## src/rtl/drw_linectrl.sv

```systemverilog
// drw_linectrl: line-transfer responder for the draw pipeline.
// Splits a kicked line into bursts of up to BURST_MAX pixels, reads destination
// and texture pixels as needed, streams pairs to the pixel processor, collects
// the results and burst-writes them back to the destination.
// Optional build macro DRW_LINECTRL_PERF_EN adds the LINE_CYCLES counter output.
`timescale 1ns/1ps
module drw_linectrl #(
  parameter int BURST_MAX = 16,
  parameter int LW        = 5
) (
  input  logic          CLK,
  input  logic          ARST,
  input  logic          SOFT_RST,
  input  logic          LINE_START,
  output logic          LINE_BUSY,
  input  logic [31:0]   LINE_ADDR_DST,
  input  logic [31:0]   LINE_ADDR_SRC,
  input  logic [10:0]   LINE_LEN,
  input  logic          CMD_MODE,
  input  logic          PARAM_BLEND,
  output logic          RD_REQ,
  output logic [31:0]   RD_ADDR,
  output logic [LW-1:0] RD_LEN,
  input  logic          RD_ACK,
  input  logic          RD_VALID,
  input  logic [31:0]   RD_DATA,
  output logic          PP_VALID,
  output logic [31:0]   PP_DST,
  output logic [31:0]   PP_SRC,
  input  logic          PP_READY,
  input  logic          RES_VALID,
  input  logic [31:0]   RES_DATA,
  output logic          WR_REQ,
  output logic [31:0]   WR_ADDR,
  output logic [LW-1:0] WR_LEN,
  input  logic          WR_ACK,
  output logic [31:0]   WR_DATA,
`ifdef DRW_LINECTRL_PERF_EN
  output logic [31:0]   LINE_CYCLES,
`endif
  input  logic          WR_DRD
);

  localparam int IW = LW - 1;
  localparam logic [LW-1:0] ONE_L = LW'(1);

  typedef enum logic [3:0] {
    S_IDLE, S_CHUNK, S_RD_DST_REQ, S_RD_DST_DAT, S_RD_SRC_REQ,
    S_RD_SRC_DAT, S_PROC, S_WR_REQ, S_WR_DAT, S_DONE
  } state_t;

  state_t        state, state_nxt;
  logic [31:0]   dst_ptr, src_ptr;
  logic [10:0]   remaining;
  logic [LW-1:0] clen, rd_cnt, pp_idx, res_cnt, wr_idx;
  logic          mode, blend;
  logic          rd_last, wr_last, res_take;

  logic [31:0] dst_buf [BURST_MAX];
  logic [31:0] src_buf [BURST_MAX];
  logic [31:0] res_buf [BURST_MAX];

  assign rd_last  = RD_VALID && (rd_cnt == clen - ONE_L);
  assign wr_last  = WR_DRD && (wr_idx == clen - ONE_L);
  assign res_take = (state == S_PROC) && RES_VALID && (res_cnt != clen);

  // State register; abort paths are handled in the next-state logic.
  always_ff @(posedge CLK or posedge ARST) begin
    if (ARST) state <= S_IDLE;
    else      state <= state_nxt;
  end

  // Next-state sequencing through chunk, reads, processing and write-back.
  always_comb begin
    state_nxt = state;
    case (state)
      S_IDLE:       if (LINE_START) state_nxt = (LINE_LEN == 11'd0) ? S_DONE : S_CHUNK;
      S_CHUNK:      state_nxt = blend ? S_RD_DST_REQ : (mode ? S_RD_SRC_REQ : S_PROC);
      S_RD_DST_REQ: if (RD_ACK) state_nxt = S_RD_DST_DAT;
      S_RD_DST_DAT: if (rd_last) state_nxt = mode ? S_RD_SRC_REQ : S_PROC;
      S_RD_SRC_REQ: if (RD_ACK) state_nxt = S_RD_SRC_DAT;
      S_RD_SRC_DAT: if (rd_last) state_nxt = S_PROC;
      S_PROC:       if (res_cnt == clen) state_nxt = S_WR_REQ;
      S_WR_REQ:     if (WR_ACK) state_nxt = S_WR_DAT;
      S_WR_DAT:     if (wr_last) state_nxt = (remaining == 11'(clen)) ? S_DONE : S_CHUNK;
      S_DONE:       state_nxt = S_IDLE;
      default:      state_nxt = S_IDLE;
    endcase
    if (SOFT_RST) state_nxt = S_IDLE;
  end

  // Output decode; every output is quiet while no request or transfer is active.
  always_comb begin
    LINE_BUSY = (state != S_IDLE) || LINE_START;
    RD_REQ    = (state == S_RD_DST_REQ) || (state == S_RD_SRC_REQ);
    RD_ADDR   = '0;
    RD_LEN    = '0;
    if (state == S_RD_DST_REQ) RD_ADDR = dst_ptr;
    if (state == S_RD_SRC_REQ) RD_ADDR = src_ptr;
    if (RD_REQ) RD_LEN = clen;
    PP_VALID  = (state == S_PROC) && (pp_idx != clen);
    PP_DST    = (PP_VALID && blend) ? dst_buf[pp_idx[IW-1:0]] : 32'd0;
    PP_SRC    = (PP_VALID && mode)  ? src_buf[pp_idx[IW-1:0]] : 32'd0;
    WR_REQ    = (state == S_WR_REQ);
    WR_ADDR   = WR_REQ ? dst_ptr : 32'd0;
    WR_LEN    = WR_REQ ? clen : '0;
    WR_DATA   = (state == S_WR_DAT) ? res_buf[wr_idx[IW-1:0]] : 32'd0;
  end

  // Line context, chunk length, per-chunk beat counters and pointer advance.
  always_ff @(posedge CLK or posedge ARST) begin
    if (ARST) begin
      dst_ptr   <= '0;
      src_ptr   <= '0;
      remaining <= '0;
      mode      <= 1'b0;
      blend     <= 1'b0;
      clen      <= '0;
      rd_cnt    <= '0;
      pp_idx    <= '0;
      res_cnt   <= '0;
      wr_idx    <= '0;
    end else if (SOFT_RST) begin
      rd_cnt  <= '0;
      pp_idx  <= '0;
      res_cnt <= '0;
      wr_idx  <= '0;
    end else begin
      case (state)
        S_IDLE: if (LINE_START) begin
          dst_ptr   <= LINE_ADDR_DST;
          src_ptr   <= LINE_ADDR_SRC;
          remaining <= LINE_LEN;
          mode      <= CMD_MODE;
          blend     <= PARAM_BLEND;
        end
        S_CHUNK: begin
          clen    <= (remaining >= 11'(BURST_MAX)) ? LW'(BURST_MAX) : LW'(remaining);
          rd_cnt  <= '0;
          pp_idx  <= '0;
          res_cnt <= '0;
          wr_idx  <= '0;
        end
        S_RD_DST_DAT, S_RD_SRC_DAT: if (RD_VALID) rd_cnt <= rd_last ? '0 : rd_cnt + ONE_L;
        S_PROC: begin
          if (PP_VALID && PP_READY) pp_idx <= pp_idx + ONE_L;
          if (res_take) res_cnt <= res_cnt + ONE_L;
        end
        S_WR_DAT: if (WR_DRD) begin
          if (wr_last) begin
            wr_idx    <= '0;
            dst_ptr   <= dst_ptr + (32'(clen) << 2);
            if (mode) src_ptr <= src_ptr + (32'(clen) << 2);
            remaining <= remaining - 11'(clen);
          end else begin
            wr_idx <= wr_idx + ONE_L;
          end
        end
        default: ;
      endcase
    end
  end

  // Chunk buffers; contents are only meaningful up to the live counters, so no reset.
  always_ff @(posedge CLK) begin
    if (!SOFT_RST && state == S_RD_DST_DAT && RD_VALID) dst_buf[rd_cnt[IW-1:0]] <= RD_DATA;
    if (!SOFT_RST && state == S_RD_SRC_DAT && RD_VALID) src_buf[rd_cnt[IW-1:0]] <= RD_DATA;
    if (!SOFT_RST && res_take) res_buf[res_cnt[IW-1:0]] <= RES_DATA;
  end

`ifdef DRW_LINECTRL_PERF_EN
  // Count every cycle spent on a line; the value holds until the next accepted kick.
  always_ff @(posedge CLK or posedge ARST) begin
    if (ARST)                                          LINE_CYCLES <= '0;
    else if (state == S_IDLE && LINE_START && !SOFT_RST) LINE_CYCLES <= '0;
    else if (state != S_IDLE)                          LINE_CYCLES <= LINE_CYCLES + 32'd1;
  end
`endif

endmodule

```

## config.mk

```make
export PLATFORM = sky130hd
export DESIGN_NAME = drw_linectrl
export DESIGN_NICKNAME = d
export VERILOG_FILES = /design/src/rtl/drw_linectrl.sv
export SDC_FILE = /design/constraint.sdc
export NUM_CORES = 2
export LEC_CHECK = 0
export BUFFER_PORTS_ARGS = -buffer_cell sky130_fd_sc_hd__buf_2
export CAP_MARGIN = 10
export CELL_PAD_IN_SITES_DETAIL_PLACEMENT = 1
export CELL_PAD_IN_SITES_GLOBAL_PLACEMENT = 2
export CORE_AREA = 4 4 366 368
export CTS_CLUSTER_SIZE = 20
export DETAILED_ROUTE_END_ITERATION = 16
export DIE_AREA = 0 0 370 372
export PLACE_DENSITY_LB_ADDON = 0.08
export SYNTH_ARGS = -nofsm -noshare
export SYNTH_HDL_FRONTEND = slang
export SYNTH_SLANG_ARGS = --single-unit
```

## constraint.sdc

```tcl
create_clock -name CLK -period 7.25 [get_ports CLK]
set_input_delay 1.0875 -clock CLK [delete_from_list [all_inputs] [get_ports CLK]]
set_output_delay 1.0875 -clock CLK [all_outputs]
set_load 0.01 [all_outputs]
```

After elaboration in Yosys (flattened, before gate mapping)
Memory sizes are Yosys's and may differ from the RTL's. Index checks and enable logic that the tools add are counted.

Flip-flop bits (word level): 106. Bits in writable memories: 1536. Output and inout port bits: 174. Logic and storage cells: 143. Memories: 3.

Memories: dst_buf (depth 16, width 32, read ports 1, clocked after memory_dff 0, wr ports 1, line 59) `logic [31:0] dst_buf [BURST_MAX];`; res_buf (depth 16, width 32, read ports 1, clocked after memory_dff 0, wr ports 1, line 61) `logic [31:0] res_buf [BURST_MAX];`; src_buf (depth 16, width 32, read ports 1, clocked after memory_dff 0, wr ports 1, line 60) `logic [31:0] src_buf [BURST_MAX];`.

Add/sub/neg operators: 8. Order comparisons: 1. Eq/ne operators: 30. Mux-type cells: 56. Bitwise gates (word level): 1. Reductions and logical operators: 33.

Operators with widths (number): $mux 32 (13); $pmux 32 s2 (2); $mux 5 (13); $add 32x7->32 (2); $mux 4 (12); $pmux 5 s2 (4); $pmux 4 s9 (1); $mux 11 (3); $ne 3x3->1 const B (10); $pmux 11 s2 (1); $add 5x1->5 const B (4); $eq 4x3->1 const B (4); $eq 5x5->1 (3); $logic_and 1x1->1 (13); $eq 11x5->1 (1); $ge 11x5->1 const B (1); $logic_not 11->1 (1); $sub 11x5->11 (1); $ne 5x5->1 (2); $reduce_and 2->1 (5); $reduce_bool 3->1 (3); $eq 4x2->1 const B (2); $ne 2x2->1 const B (4); $reduce_and 8->1 (1); 16 further kinds (23).

Longest topological paths before layout
Word-level depth: 7. Depth in mapped cells: 12. Mapped depth without buffers: 9.

Worst setup path after synthesis
OpenSTA, ideal clock, no wires.

Path type: input -> register. From: in SOFT_RST. To: mem res_buf[0][0] (enable). Setup time: 0.461 ns. Arrival: 4.239 ns. Path slack: 2.550 ns. Cell stages on the path: 5. Path through: clkbuf_1 -> nor4_1 -> and3_1 -> nand2_1 -> nor3_1.

Word-level cells in the longest chain between the ends: 4.

RTL lines: start, declared (line 13) `input logic SOFT_RST,`; $logic_not 1->1 (line 168) `if (!SOFT_RST && res_take) res_buf[res_cnt[IW-1:0]] <= RES_DATA;`; $logic_and 1x1->1 (line 168); $mux 1 (line 168); $mux 1 (not written as such) (line 168); end, declared (line 61).

Every way passes these cells.

Worst setup path in the final report
From: reg pp_idx[1]. To: out PP_DST[24].

Word-level cells in the longest chain between the ends: 4.

RTL lines: start, declared (line 55) `logic [LW-1:0] clen, rd_cnt, pp_idx, res_cnt, wr_idx;`; start signal, assigned (line 146) `if (PP_VALID && PP_READY) pp_idx <= pp_idx + ONE_L;`; branches (longest 3 deep; another with $mem_v2 16x32); $mux 32 (*) (line 102) `PP_DST = (PP_VALID && blend) ? dst_buf[pp_idx[IW-1:0]] : 32'd0;`; end, declared (line 28) `output logic [31:0] PP_DST,`.

Mark *: on every way between the ends.

==> out/qor_table.md <==
| Quantity | Reported | Unit |
| --- | --- | --- |
| Run status | complete, no violations | - |
| Area added between synthesis and finish | 14.2 | % |
| Number of ports placed on the die boundary | 325 | - |
| Half-perimeter wire length of the detailed placement result | 96.9 | mm |
| Number of global-route vias before repair | 37191 | - |
| Compound-cell area share of the yosys netlist | 2.98 | % |
| Period Utilization, post-route | 72.3 | % |
| Number of input and output port buffers inserted | 324 | - |
| P per Cell Area | 280 | mW/mm^2 |
| Average cell area after synthesis | 19.9 | um^2 |
| Synthesized instance count | 3338 | - |
| Remaining design rule violation count | 0 | - |
| Final critical delay including setup and external delays | 5.24 | ns |
| Largest cells by area after synthesis | sky130_fd_sc_hd__edfxtp_1, sky130_fd_sc_hd__mux4_2, sky130_fd_sc_hd__dfrtp_1, sky130_fd_sc_hd__nand2_1, sky130_fd_sc_hd__a21oi_1 | - |
| Resized Gates After CTS | 0 | - |
| CTS HTree Levels | 4 | - |
| Clock Tree Buf Depth | 3 | - |
| Most used standard cell by instance count after synthesis | sky130_fd_sc_hd__edfxtp_1 | - |
| Routed vias | 34830 | - |
| Seq/Total Area, Yosys | 73.6 | % |
| Critical path's largest stage delay | 1.04 | ns |
| Worst reg2reg path depth | 8 | - |
| Arrival time at the worst endpoint | 4.16 | ns |
| Number of rows in the core area | 133 | - |
| Post-Place Setup Slack | 2.82 | ns |
| Fmax | 191 | MHz |
| Library cell with the largest summed area after synthesis | sky130_fd_sc_hd__edfxtp_1 | - |
| Critical Path, Cell by Cell | buf_4 -> mux4_2 -> mux4_2 -> and3_1 -> buf_2 | - |
| Portion of synthesized cell area occupied by the leading cell type | 69.6 | % |
| First-pass GRT wire length | 256 | mm |
| Worst path required time | 6.16 | ns |
| Starting utilization of the core area | 50.7 | % |
| Maximum vdd drop | 0.249 | mV |
| # Post-CTS Setup Buffers | 0 | - |
| Combinational family with the most area after synthesis | multiplexers | - |
| Area of the mapped netlist | 0.0663 | mm^2 |
| Count of routing violations after the opening detailed-route iteration | 3511 | - |
| Post-layout instance count excluding filler cells | 5620 | - |
| Total power after layout | 21.2 | mW |
| Maximum capacitance violations | 0 | - |
| Final number of hold-violating endpoints | 0 | - |
| Vias per std cell | 6.20 | - |
| Synthesized netlist net count | 3518 | - |
| Total number of yosys warnings | 0 | - |
| Flip-flop and latch count after synthesis | 1642 | - |
| Average detailed-routed wire length per instance | 30.9 | um |
| Final-layout setup total negative slack | 0 | ns |
| # setup viols final | 0 | - |
| Congestion Overflow GR | 0 | - |
| Fraction of layout instances using a drive strength above 1 | 31.0 | % |
| Slew margin rel. | 27.8 | % |
| Later-pin clock latency in the skew report | 0.80 | ns |
| Total of hold buffers inserted after clock tree synthesis | 0 | - |
| Slowest stage cell, crit path | sky130_fd_sc_hd__dfrtp_4 | - |
| Crit path kind | register to output port | - |
| Dominant register cell in the synthesized netlist | sky130_fd_sc_hd__edfxtp_1 | - |
| Final net count | 3887 | - |
| Number of flops mapped to enable cells by yosys | 1536 | - |
| Unrepaired setup endpoints after global routing | false | - |
| CTS tree | built | - |
| Cell occurring most often along the worst timing path | sky130_fd_sc_hd__mux4_2 | - |
| Adder and majority gate portion of the synthesized area | 0.582 | % |
| Number of nets with antenna violations after routing | 0 | - |
| Die outline height | 372 | um |
| Worst-margin pin slew | 1.08 | ns |
| Clk_skew | 0.0273 | ns |
| Leakage Power | 24.4 | nW |
| Final critical-path setup slack | 2.01 | ns |
| Die span in x | 370 | um |
| CP Capture Type | output port | - |
| Largest net degree at the start of global routing | 138 | - |
| HP Class | input pin to async pin | - |
| Simple-gate share of the synthesized area | 4.52 | % |
| Master cell of the clock root buffer | sky130_fd_sc_hd__clkbuf_16 | - |
| Share of synthesized area spent on multiplexers | 16.4 | % |
| Overall die area | 0.138 | mm^2 |
| Share of async-settable or async-resettable flops after synthesis | 6.46 | % |
| Sinks on Clock Net | 1642 | - |
| Most used standard cells in the synthesized netlist | sky130_fd_sc_hd__edfxtp_1, sky130_fd_sc_hd__mux4_2, sky130_fd_sc_hd__nand2_1 | - |
| Inserted Clock Buffers | 169 | - |
| Launching element type of the critical path | register | - |
| Final-report max-slew violation count | 0 | - |
| Antenna violations before repair | 34 | - |
| Maximum fanout encountered on the critical timing path | 63 | - |
| Share of the synthesized netlist area taken by xor and xnor gates | 0.434 | % |
| First-pass iteration count of the detailed router | 7 | - |
| Cell Count Post-Placement | 5291 | - |
| Combined global-route utilization of all metal layers | 25.6 | % |
| RD Place Congestion | 0.833 | - |
| Clk pin slew, worst setup/hold paths | 0.06 | ns |
| Overall routed net length | 173 | mm |
| Total core area | 0.131 | mm^2 |
| Distinct cells, synth | 71 | - |
-- layout by cell type, fill, tap and decap left out, types with 14 or more instances in the layout --
cell / n
sky130_fd_sc_hd__xnor2_1: 19
sky130_fd_sc_hd__mux4_2: 480
sky130_fd_sc_hd__o21ai_0: 43
sky130_fd_sc_hd__and3_1: 76
sky130_fd_sc_hd__nand2_1: 178
sky130_fd_sc_hd__ha_1: 26
sky130_fd_sc_hd__edfxtp_1: 1536
sky130_fd_sc_hd__o22ai_1: 29
sky130_fd_sc_hd__buf_2: 324
sky130_fd_sc_hd__clkinv_2: 25
sky130_fd_sc_hd__clkbuf_1: 41
sky130_fd_sc_hd__a21oi_1: 118
sky130_fd_sc_hd__clkinv_1: 41
sky130_fd_sc_hd__buf_4: 74
sky130_fd_sc_hd__nand3_1: 43
sky130_fd_sc_hd__dfrtp_1: 97
sky130_fd_sc_hd__nor2_1: 61
sky130_fd_sc_hd__nor4_1: 14
sky130_fd_sc_hd__clkbuf_16: 174
sky130_fd_sc_hd__nor2_4: 43
sky130_fd_sc_hd__and2_1: 61
sky130_fd_sc_hd__nor3_1: 45
sky130_fd_sc_hd__inv_1: 29
sky130_fd_sc_hd__or3_1: 15
sky130_fd_sc_hd__diode_2: 24
-- per-stage QoR --
stage | hold WS [ns] | utilization [%] | instance area (um^2)
6_report | 0.417 | 57.8 | 75700
5_1_grt | 0.445 | 57.8 | 75600
4_1_cts | 0.393 | 57.8 | 75600
3_5_place_dp | 0.473 | 53.7 | 70300
3_3_place_gp | 0.468 | 53.7 | 70300
2_1_floorplan | 0.446 | - | 66300
-- layout make-up --
| class | instances | area [um^2] |
|---|---|---|
| Sequential cell | 1642 | 48800 |
| Tap cell | 1755 | 2200 |
| Multi-Input combinational cell | 1461 | 16900 |
| Inverter | 30 | 115 |
| Antenna cell | 24 | 60.1 |
| Clock buffer | 216 | 4520 |
| Fill cell | 11267 | 55100 |
| Clock inverter | 89 | 783 |
| Timing Repair Buffer | 403 | 2280 |
-- power by group --
part,total (mW),switching (mW),internal (mW)
clock network,8.32,3.56,4.77
registers,11.0,0.362,10.6
logic,1.87,1.22,0.648
total,21.2,5.14,16.0
-- registers in the layout, indices dropped and copies added, names as in the netlist, 4 cells and up --
name,count
res_cnt,5
res_buf,512
dst_buf,512
dst_ptr,32
src_buf,512
rd_cnt,5
wr_idx,5
state,4
clen,5
pp_idx,5
remaining,11
src_ptr,32
-- final timing paths --
| kind | start | end | slack [ns] |
|---|---|---|---|
| max in group asynchronous | ARST | wr_idx[1]$_DFFE_PP0P_ | 5.42 |
| hold reg to reg | src_ptr[0]$_DFFE_PP0P_ | src_ptr[0]$_DFFE_PP0P_ | 0.49 |
| setup reg to reg | clen[0]$_DFFE_PP0P_ | dst_ptr[22]$_DFFE_PP0P_ | 3.14 |
| min in group CLK | src_ptr[0]$_DFFE_PP0P_ | src_ptr[0]$_DFFE_PP0P_ | 0.49 |
| setup / recovery | pp_idx[1]$_DFFE_PP0P_ | PP_DST[24] | 2.01 |
| hold / removal | ARST | dst_ptr[0]$_DFFE_PP0P_ | 0.42 |
-- cell families (layout without fill, tap and decap cells) --
| logic type | Yosys count | count (layout) |
|---|---|---|
| xor gates and xnor gates | 32 | 32 |
| muxes | 487 | 487 |
| DFF | 1642 | 1642 |
| buffers and inverters | 235 | 738 |
| other | 0 | 24 |
| adders and majority gates | 29 | 29 |
| AOI/OAI and AO/OA | 312 | 312 |
| and+or+nand+nor | 601 | 601 |
-- worst max-delay path: cells and delay by family (launching register included) --
| family | cells | cell delay, ns |
|---|---|---|
| and+or+nand+nor | 1 | 0.25 |
| DFF | 1 | 1.04 |
| buffers and inverters | 2 | 1.01 |
| muxes | 2 | 0.92 |
-- layer usage --
metal	vias to the layer above	global-route usage, %	wire, um
met3	239	4.94	11700
met5	-	0	41
li1	14541	-	-
met4	6	6.92	4160
met1	18810	36.1	71800
met2	1234	41.6	85700
No activity file was read; power rests on OpenSTA's default activity.
